**config.mk**
```make
export PLATFORM = sky130hd
export DESIGN_NAME = adsr_voice_sequencer
export DESIGN_NICKNAME = d
export VERILOG_FILES = /design/src/rtl/adsr_pkg.sv /design/src/rtl/adsr_ctx_ram.sv /design/src/rtl/adsr_voice_sequencer.sv
export SDC_FILE = /design/constraint.sdc
export NUM_CORES = 1
export LEC_CHECK = 0
export CAP_MARGIN = 20
export CORE_UTILIZATION = 56
export DETAILED_ROUTE_END_ITERATION = 10
export GPL_ROUTABILITY_DRIVEN = 1
export PLACE_DENSITY = 0.75
export SYNTH_ARGS = -nofsm -noshare
export SYNTH_HDL_FRONTEND = slang
export SYNTH_HIERARCHICAL = 1
export SYNTH_SLANG_ARGS = --single-unit
```
**constraint.sdc**
```tcl
create_clock -name clk -period 3.9 [get_ports clk]
set_clock_uncertainty 0.1 [all_clocks]
set_input_delay 0.585 -clock clk [delete_from_list [all_inputs] [get_ports clk]]
set_output_delay 0.585 -clock clk [all_outputs]
set_load 0.05 [all_outputs]
```
**src/rtl/adsr_pkg.sv**
```systemverilog
// adsr_pkg: shared widths, ADSR encodings, context word layout and sequencer states
package adsr_pkg;
    localparam int STATE_W = 3;
    localparam int VOL_W   = 18;
    localparam logic [STATE_W-1:0] ADSR_IDLE = '0;
    typedef struct packed {
        logic [STATE_W-1:0] state;
        logic [VOL_W-1:0]   volume;
        logic               note_pressed;
        logic               note_released;
    } ctx_t;
    localparam int CTX_W = $bits(ctx_t);
    typedef enum logic [1:0] {S_CLEAR, S_IDLE, S_RD, S_EX} seq_state_t;
endpackage

```
**src/rtl/adsr_ctx_ram.sv**
```systemverilog
// adsr_ctx_ram: simple dual-port RAM, one write port and one registered read port
module adsr_ctx_ram #(
    parameter int DEPTH = 16,
    parameter int WIDTH = 23,
    parameter int AW    = $clog2(DEPTH)
) (
    input  logic             clk,
    input  logic             wr_en,
    input  logic [AW-1:0]    wr_addr,
    input  logic [WIDTH-1:0] wr_data,
    input  logic [AW-1:0]    rd_addr,
    output logic [WIDTH-1:0] rd_data
);
    logic [WIDTH-1:0] mem [DEPTH];
    always_ff @(posedge clk) begin
        if (wr_en) mem[wr_addr] <= wr_data;
        rd_data <= mem[rd_addr];
    end
endmodule

```
**src/rtl/adsr_voice_sequencer.sv**
```systemverilog
// adsr_voice_sequencer: sweeps every voice's envelope context through adsr_mngt2 once per sample tick
module adsr_voice_sequencer
    import adsr_pkg::*;
#(
    parameter int NUM_VOICES = 16,
    parameter int VOICE_W    = $clog2(NUM_VOICES)
) (
    input  logic               clk,
    input  logic               rst_n,
    input  logic               sample_tick,
    input  logic               note_on_valid,
    input  logic [VOICE_W-1:0] note_on_voice,
    input  logic               note_off_valid,
    input  logic [VOICE_W-1:0] note_off_voice,
    output logic [STATE_W-1:0] adsr_state,
    output logic [VOL_W-1:0]   adsr_volume,
    output logic               adsr_note_pressed,
    output logic               adsr_note_released,
    input  logic [STATE_W-1:0] adsr_o_state,
    input  logic [VOL_W-1:0]   adsr_o_volume,
    input  logic               adsr_o_note_pressed,
    input  logic               adsr_o_note_released,
    output logic               env_valid,
    output logic [VOICE_W-1:0] env_voice,
    output logic [VOL_W-1:0]   env_volume,
    output logic               sweep_done,
    output logic               busy,
    output logic               overrun
);
    seq_state_t state, nxt;
    logic [VOICE_W-1:0] cnt;
    logic [NUM_VOICES-1:0] pend_prs, pend_rel, clr_mask, on_mask, off_mask;
    ctx_t rd_ctx, wr_ctx;
    logic last, in_ex, wr_en;

    assign last     = cnt == VOICE_W'(NUM_VOICES - 1);
    assign in_ex    = state == S_EX;
    assign wr_en    = in_ex || state == S_CLEAR;
    assign on_mask  = note_on_valid ? NUM_VOICES'(1) << note_on_voice : '0;
    assign off_mask = note_off_valid ? NUM_VOICES'(1) << note_off_voice : '0;
    assign clr_mask = in_ex ? NUM_VOICES'(1) << cnt : '0;
    assign wr_ctx   = in_ex ? {adsr_o_state, adsr_o_volume, adsr_o_note_pressed, adsr_o_note_released}
                            : {ADSR_IDLE, {(VOL_W + 2){1'b0}}};

    assign adsr_state         = in_ex ? rd_ctx.state : '0;
    assign adsr_volume        = in_ex ? rd_ctx.volume : '0;
    assign adsr_note_pressed  = in_ex && (rd_ctx.note_pressed || pend_prs[cnt]);
    assign adsr_note_released = in_ex && (rd_ctx.note_released || pend_rel[cnt]);

    adsr_ctx_ram #(.DEPTH(NUM_VOICES), .WIDTH(CTX_W)) u_ram (
        .clk     (clk),
        .wr_en   (wr_en),
        .wr_addr (cnt),
        .wr_data (wr_ctx),
        .rd_addr (cnt),
        .rd_data (rd_ctx)
    );

    always_comb begin
        nxt = state;
        case (state)
            S_CLEAR: nxt = last ? S_IDLE : S_CLEAR;
            S_IDLE:  nxt = sample_tick ? S_RD : S_IDLE;
            S_RD:    nxt = S_EX;
            S_EX:    nxt = last ? S_IDLE : S_RD;
            default: nxt = S_CLEAR;
        endcase
    end

    // busy tracks the state register one edge late on entry but drops on the edge that returns to IDLE
    always_ff @(posedge clk or negedge rst_n) begin
        if (!rst_n) begin
            state      <= S_CLEAR;
            cnt        <= '0;
            pend_prs   <= '0;
            pend_rel   <= '0;
            env_valid  <= 1'b0;
            env_voice  <= '0;
            env_volume <= '0;
            sweep_done <= 1'b0;
            busy       <= 1'b1;
            overrun    <= 1'b0;
        end else begin
            state      <= nxt;
            cnt        <= (wr_en && !last) ? cnt + 1'b1 : (state == S_RD) ? cnt : '0;
            pend_prs   <= (pend_prs & ~clr_mask) | on_mask;
            pend_rel   <= (pend_rel & ~clr_mask) | off_mask;
            env_valid  <= in_ex;
            env_voice  <= in_ex ? cnt : env_voice;
            env_volume <= in_ex ? adsr_o_volume : env_volume;
            sweep_done <= in_ex && last;
            busy       <= state != S_IDLE && nxt != S_IDLE;
            overrun    <= sample_tick && state != S_IDLE;
        end
    end
endmodule
```
Word-level counts from Yosys, hierarchy flattened
Memory sizes are Yosys's and may differ from the RTL's. A register that Yosys moved wholly into a read port is not among the register bits.
Index checks and enable logic that the tools add are counted.
{ "totals": {"memories": 1, "output_inout_bits": 49, "ramBits": 368, "rom_bits": 0, "register_bits": 64, "latchBits": 0, "word_cells": 57, "inputBits": 36} }
{ "op_classes": {"bitwise_logic": 5, "shifts": 3, "eq_ne": 7, "reduce_logical": 11, "muxes": 18, "n_div": 0, "mul": 0, "n_addsub": 1, "magnitude_cmp": 1} }
{ "memory_table": {"columns": ["name", "depth", "width", "rd", "rd_clocked_by_memory_dff", "write_ports", "line", "rtl"], "rows": [
  ["u_ram.mem", 16, 23, 1, 1, 1, "adsr_ctx_ram.sv:14", "logic [WIDTH-1:0] mem [DEPTH];"]
]} }
{ "op_table": {"columns": ["cell", "count"], "rows": [
  ["16-bit two-way mux", 3],
  ["1-bit by 4-bit << shifter with 16-bit output, first input constant", 3],
  ["16-bit bitwise AND", 2],
  ["16-bit OR", 2],
  ["23-bit two-way mux", 1],
  ["18-bit two-way mux", 1],
  ["16-bit inverter", 1],
  ["1-bit binary-select mux with 4-bit select", 2],
  ["4-bit two-way mux", 2],
  ["2-bit one-hot mux with 4 select lines", 1],
  ["1-bit logical AND", 6],
  ["4-bit by 5-bit < comparator with 1-bit output, second input constant", 1],
  ["1-bit two-way mux", 5],
  ["4-bit by 1-bit adder with 4-bit output, second input constant", 1],
  ["2-bit equality test, second input constant", 2],
  ["4-bit equality test, second input constant", 1],
  ["2-bit two-way mux", 2],
  ["2-bit by 1-bit inequality test with 1-bit output, second input constant", 2],
  ["1-bit logical OR", 3],
  ["3-bit two-way mux", 1],
  ["2-bit by 1-bit equality test with 1-bit output, second input constant", 1],
  ["2-bit logical NOT", 1],
  ["2-bit inequality test, second input constant", 1],
  ["1-bit logical NOT", 1]
]} }

Logic depth before layout (Yosys ltp)
{ "logic_depth": {"word_depth": 5, "ltp_mapped": 7} }

Hierarchy
Netlist, hierarchy kept.
{ "modules_own_cells": {"columns": ["mod", "n_inst", "seq_area_each_um2", "cells_each", "area_per_inst_um2"], "rows": [
  ["adsr_ctx_ram", 1, 11511.0, 608, 14308.7],
  ["adsr_voice_sequencer", 1, 1602.8, 320, 3213.1]
]} }

Worst setup path before layout
Ideal clock, no wire load.
{ "synth_timing": {"kind": "reg-to-reg", "startpoint": "register state[0]", "endpoint": "memory u_ram.mem[0][0], enable pin", "slack_ps": 438, "n_path_buf": 0, "stages_incl_launch_ff": 6, "synth_period_minus_slack_ps": 3462, "arrival_time_ps": 2930, "setup_ps": 432, "t_required_ps": 3368, "path_cell_list": "dfrtp_1 > inv_1 > ha_1 > inv_1 > or3b_2 > nor3_1"} }
{ "synth_via": {"elab_chain_cells": 4} }
{ "synth_lines": {"columns": ["item", "line", "rtl"], "rows": [
  ["start, declared", "adsr_voice_sequencer.sv:30", "seq_state_t state, nxt;"],
  ["start signal, assigned", "adsr_voice_sequencer.sv:84", "state <= nxt;"],
  ["2-bit equality test or 2-bit logical NOT (tied branches)", "adsr_voice_sequencer.sv:37, adsr_voice_sequencer.sv:38", null],
  ["1-bit logical OR *", "adsr_voice_sequencer.sv:38", "assign wr_en = in_ex || state == S_CLEAR;"],
  ["via wr_en", "adsr_voice_sequencer.sv:34", "logic last, in_ex, wr_en;"],
  ["1-bit two-way mux *", "adsr_ctx_ram.sv:16", "if (wr_en) mem[wr_addr] <= wr_data;"],
  ["1-bit two-way mux (implied by the code) *", "adsr_ctx_ram.sv:16", null],
  ["end, declared", "adsr_ctx_ram.sv:14", null]
]} }
Mark *: on every way through the listed nets, which the timed path passes. The rest lies on a longest branch.

Worst setup path in the final report
{ "layout_timing": {"startpoint": "register cnt[1]", "endpoint": "output port adsr_note_pressed"} }
{ "layout_via": {"elab_chain_cells": 4} }
{ "layout_lines": {"columns": ["item", "line", "rtl"], "rows": [
  ["start, declared", "adsr_voice_sequencer.sv:31", "logic [VOICE_W-1:0] cnt;"],
  ["start signal, assigned", "adsr_voice_sequencer.sv:85", "cnt <= (wr_en && !last) ? cnt + 1'b1 : (state == S_RD) ? cnt : '0;"],
  ["1-bit binary-select mux with 4-bit select", "adsr_voice_sequencer.sv:47", "assign adsr_note_pressed = in_ex && (rd_ctx.note_pressed || pend_prs[cnt]);"],
  ["1-bit two-way mux (implied by the code)", "adsr_voice_sequencer.sv:47", null],
  ["1-bit logical OR", "adsr_voice_sequencer.sv:47", null],
  ["1-bit logical AND", "adsr_voice_sequencer.sv:47", null],
  ["end, declared", "adsr_voice_sequencer.sv:17", "output logic adsr_note_pressed,"]
]} }
Every way passes these cells. The select of a mux whose other input is x is not followed.

==> results_dict.tcl <==
set metrics [dict create \
    core-area_mm2 0.0307 \
    fillers 1981 \
    grt_pass1_vias 9666 \
    finalCritPeriodShare_pct 94.9 \
    power_density_mw_per_mm2 719 \
    min_path_type "in -> async" \
    clk_pin_slew_ns 0.06 \
    r2r_setup_slack_ns 0.65 \
    synth_area_mm2 0.0175 \
    cp.arrival_ns 3.02 \
    cts_resized 0 \
    slew_headroom_pct 25.6 \
    cp_max_fo 47 \
    dpl_cell_area_mm2 0.0190 \
    use_met1_pct 33.8 \
    dpl_worst_slack_ns 0.709 \
    syn_nets 974 \
    rows 64 \
    layout-drive-gt1-share_pct 21.1 \
    grt_start_max_net_pins 75 \
    worstSetupPathType "reg -> out" \
    grt_pass1_wl_mm 57.8 \
    io_buffers 84 \
    htree_levels 2 \
    seq_area_mm2 0.0131 \
    r2r-end "u_ram/mem[3][4]" \
    synthTopCellsByArea "edfxtp_1 63%, mux4_2 12%, dfrtp_1 9.0%, dfxtp_1 2.6%, a22oi_1 2.1%" \
    clockBufferDepth 3 \
    crit_path_end_kind "primary output" \
    ys_ff_latch 455 \
    routed_wl_mm 38.2 \
    gr-total-overflow 0 \
    r2r_cells 4 \
    irDropWorstVdd_mv 0.447 \
    ys_types 37 \
    firstDrtPassIters 5 \
    die_h_um 179 \
    synth-main-ff-cell "edfxtp_1" \
    met3_usage_pct 4.98 \
    status "complete, no violations" \
    vias_per_cell 6.21 \
    hold_viol 0 \
    crit_start "cnt[1]" \
    synth_top_area_cell "edfxtp_1" \
    fin_cells 1479 \
    ant_nets 0 \
    diodes 0 \
    cts_made_buffers 44 \
    synthCells 928 \
    area_growth_pct 16.5 \
    power.leakage_uw 0.00721 \
    worstSetupStartpointType "flop" \
    gp_congestion 0.859 \
    start_util_pct 57.1 \
    required_ns 3.21 \
    met2_usage_pct 41.0 \
    hold_buffers 0 \
    synth.most_common_cell "edfxtp_1" \
    grt_busiest_layer "met2" \
    cts_setup_buffers 0 \
    clk_latency_ns 0.55 \
    die_w_um 179 \
    async_flop_share_pct 14.1 \
    dp.cells 1397 \
    post-route-drc-count 0 \
    dieArea_mm2 0.0320 \
    fin_crit_ns 3.70 \
    synth-seq-area-share_pct 74.8 \
    avgSynthCellArea_um2 18.9 \
    cts_sinks 455 \
    wire_per_inst_um 25.8 \
    final_util_pct 66.5 \
    synth_edf_count 368 \
    reg2reg_from "cnt[1]" \
    antenna_found_initial 0 \
    maxCapViolations 0 \
    pin_count 85 \
    num_vias 9190 \
    finalMaxSlewViolations 0 \
    setup_violations 0 \
    clock-root-buffer "clkbuf_16" \
    fin_tns_setup_ns 0 \
    grtUsageTotal_pct 25.0 \
    drtIter0Drc 774 \
    finalWorstSetupSlack_ns 0.200 \
    fin_area_mm2 0.0204 \
    netlist.area_leader.share_pct 63.1 \
    nets 1093 \
    rsz0062_at_grt "false" \
    cts_tree "yes" \
    netlist_top_cells_count "368 x edfxtp_1, 94 x mux4_2, 70 x nand2_1" \
    max_freq_mhz 270 \
    multiInputGateArea_mm2 0.00416 \
    worst_pin_slew_ns 1.12 \
    dp.final_hpwl_mm 22.5 \
    ys_warn_count 6 \
]
[registers in the layout, summed over array words and instances (netlist names)]
register,count
u_ram/mem,368
u_ram/rd_data,23
env_volume,18
pend_prs,16
pend_rel,16
cnt,4
env_voice,4
state,2
busy,1
env_valid,1
overrun,1
sweep_done,1
[critical path, stage by stage (launching register included)]
cell	delay [ns]
dfrtp_4	0.87
mux2i_1	0.17
o32ai_1	0.25
a211oi_1	0.08
a21oi_1	0.22
clkdlybuf4s50_1	0.85
[logic make-up after synthesis]
family	synth area share (%)
flip-flops	74.8
AND/OR/NAND/NOR	4.90
AO/OA/AOI/OAI	4.78
multiplexers	13.0
buffers and inverters	1.74
adder cells (fa/ha/maj)	0.714
[final cells by class]
cell class	instances	share of cell area, %
clock buffers	65	6.33
multi-input cells	411	20.4
clock inverters	17	0.803
well taps	396	2.43
repair buffers	122	5.51
flip-flops and latches	455	64.3
inverters	13	0.239
[layout by cell type (no fill, tap or decap), drive strengths merged, types with 21 or more instances in the layout]
master	synthesis	final
dfrtp	63	63
a22oi	48	48
mux4	94	94
and2	45	45
a21o	21	21
clkdlybuf4s50	0	83
edfxtp	368	368
dfxtp	23	23
buf	26	39
nand2	70	70
clkbuf	23	65
[per-layer routing]
metal	up-vias	wire length, µm
met4	0	1070
met2	391	18900
li1	3929	-
met5	-	0
met3	74	2780
met1	4796	15500
[report_power, final]
| part | internal [µW] | leakage [µW] | switching [µW] |
|---|---|---|---|
| registers | 6200 | 0.00438 | 463 |
| logic | 1670 | 0.00211 | 2120 |
| clock network | 2500 | 0.000724 | 1740 |
[worst max-delay path by stage]
| stage | cells past startpoint | endpoint | slack, ns |
|---|---|---|---|
| floorplan | 5 | u_ram/mem[0][0] | 0.44 |
| global placement | 4 | u_ram/mem[3][6] | 0.73 |
| detailed placement | 4 | u_ram/mem[3][8] | 0.71 |
| CTS | 4 | adsr_note_released | 0.18 |
| global route | 5 | adsr_note_released | 0.08 |
| finish | 5 | adsr_note_pressed | 0.20 |
[stage by stage]
stage / hold slack [ns] / power, µW
6_report: 0.0977 / 14700
5_1_grt: 0.157 / 15200
4_1_cts: 0.114 / 14800
3_5_place_dp: 0.368 / 10500
3_3_place_gp: 0.360 / 10400
2_1_floorplan: 0.189 / 9300
Note: power is estimated with default switching activity, not from simulation.
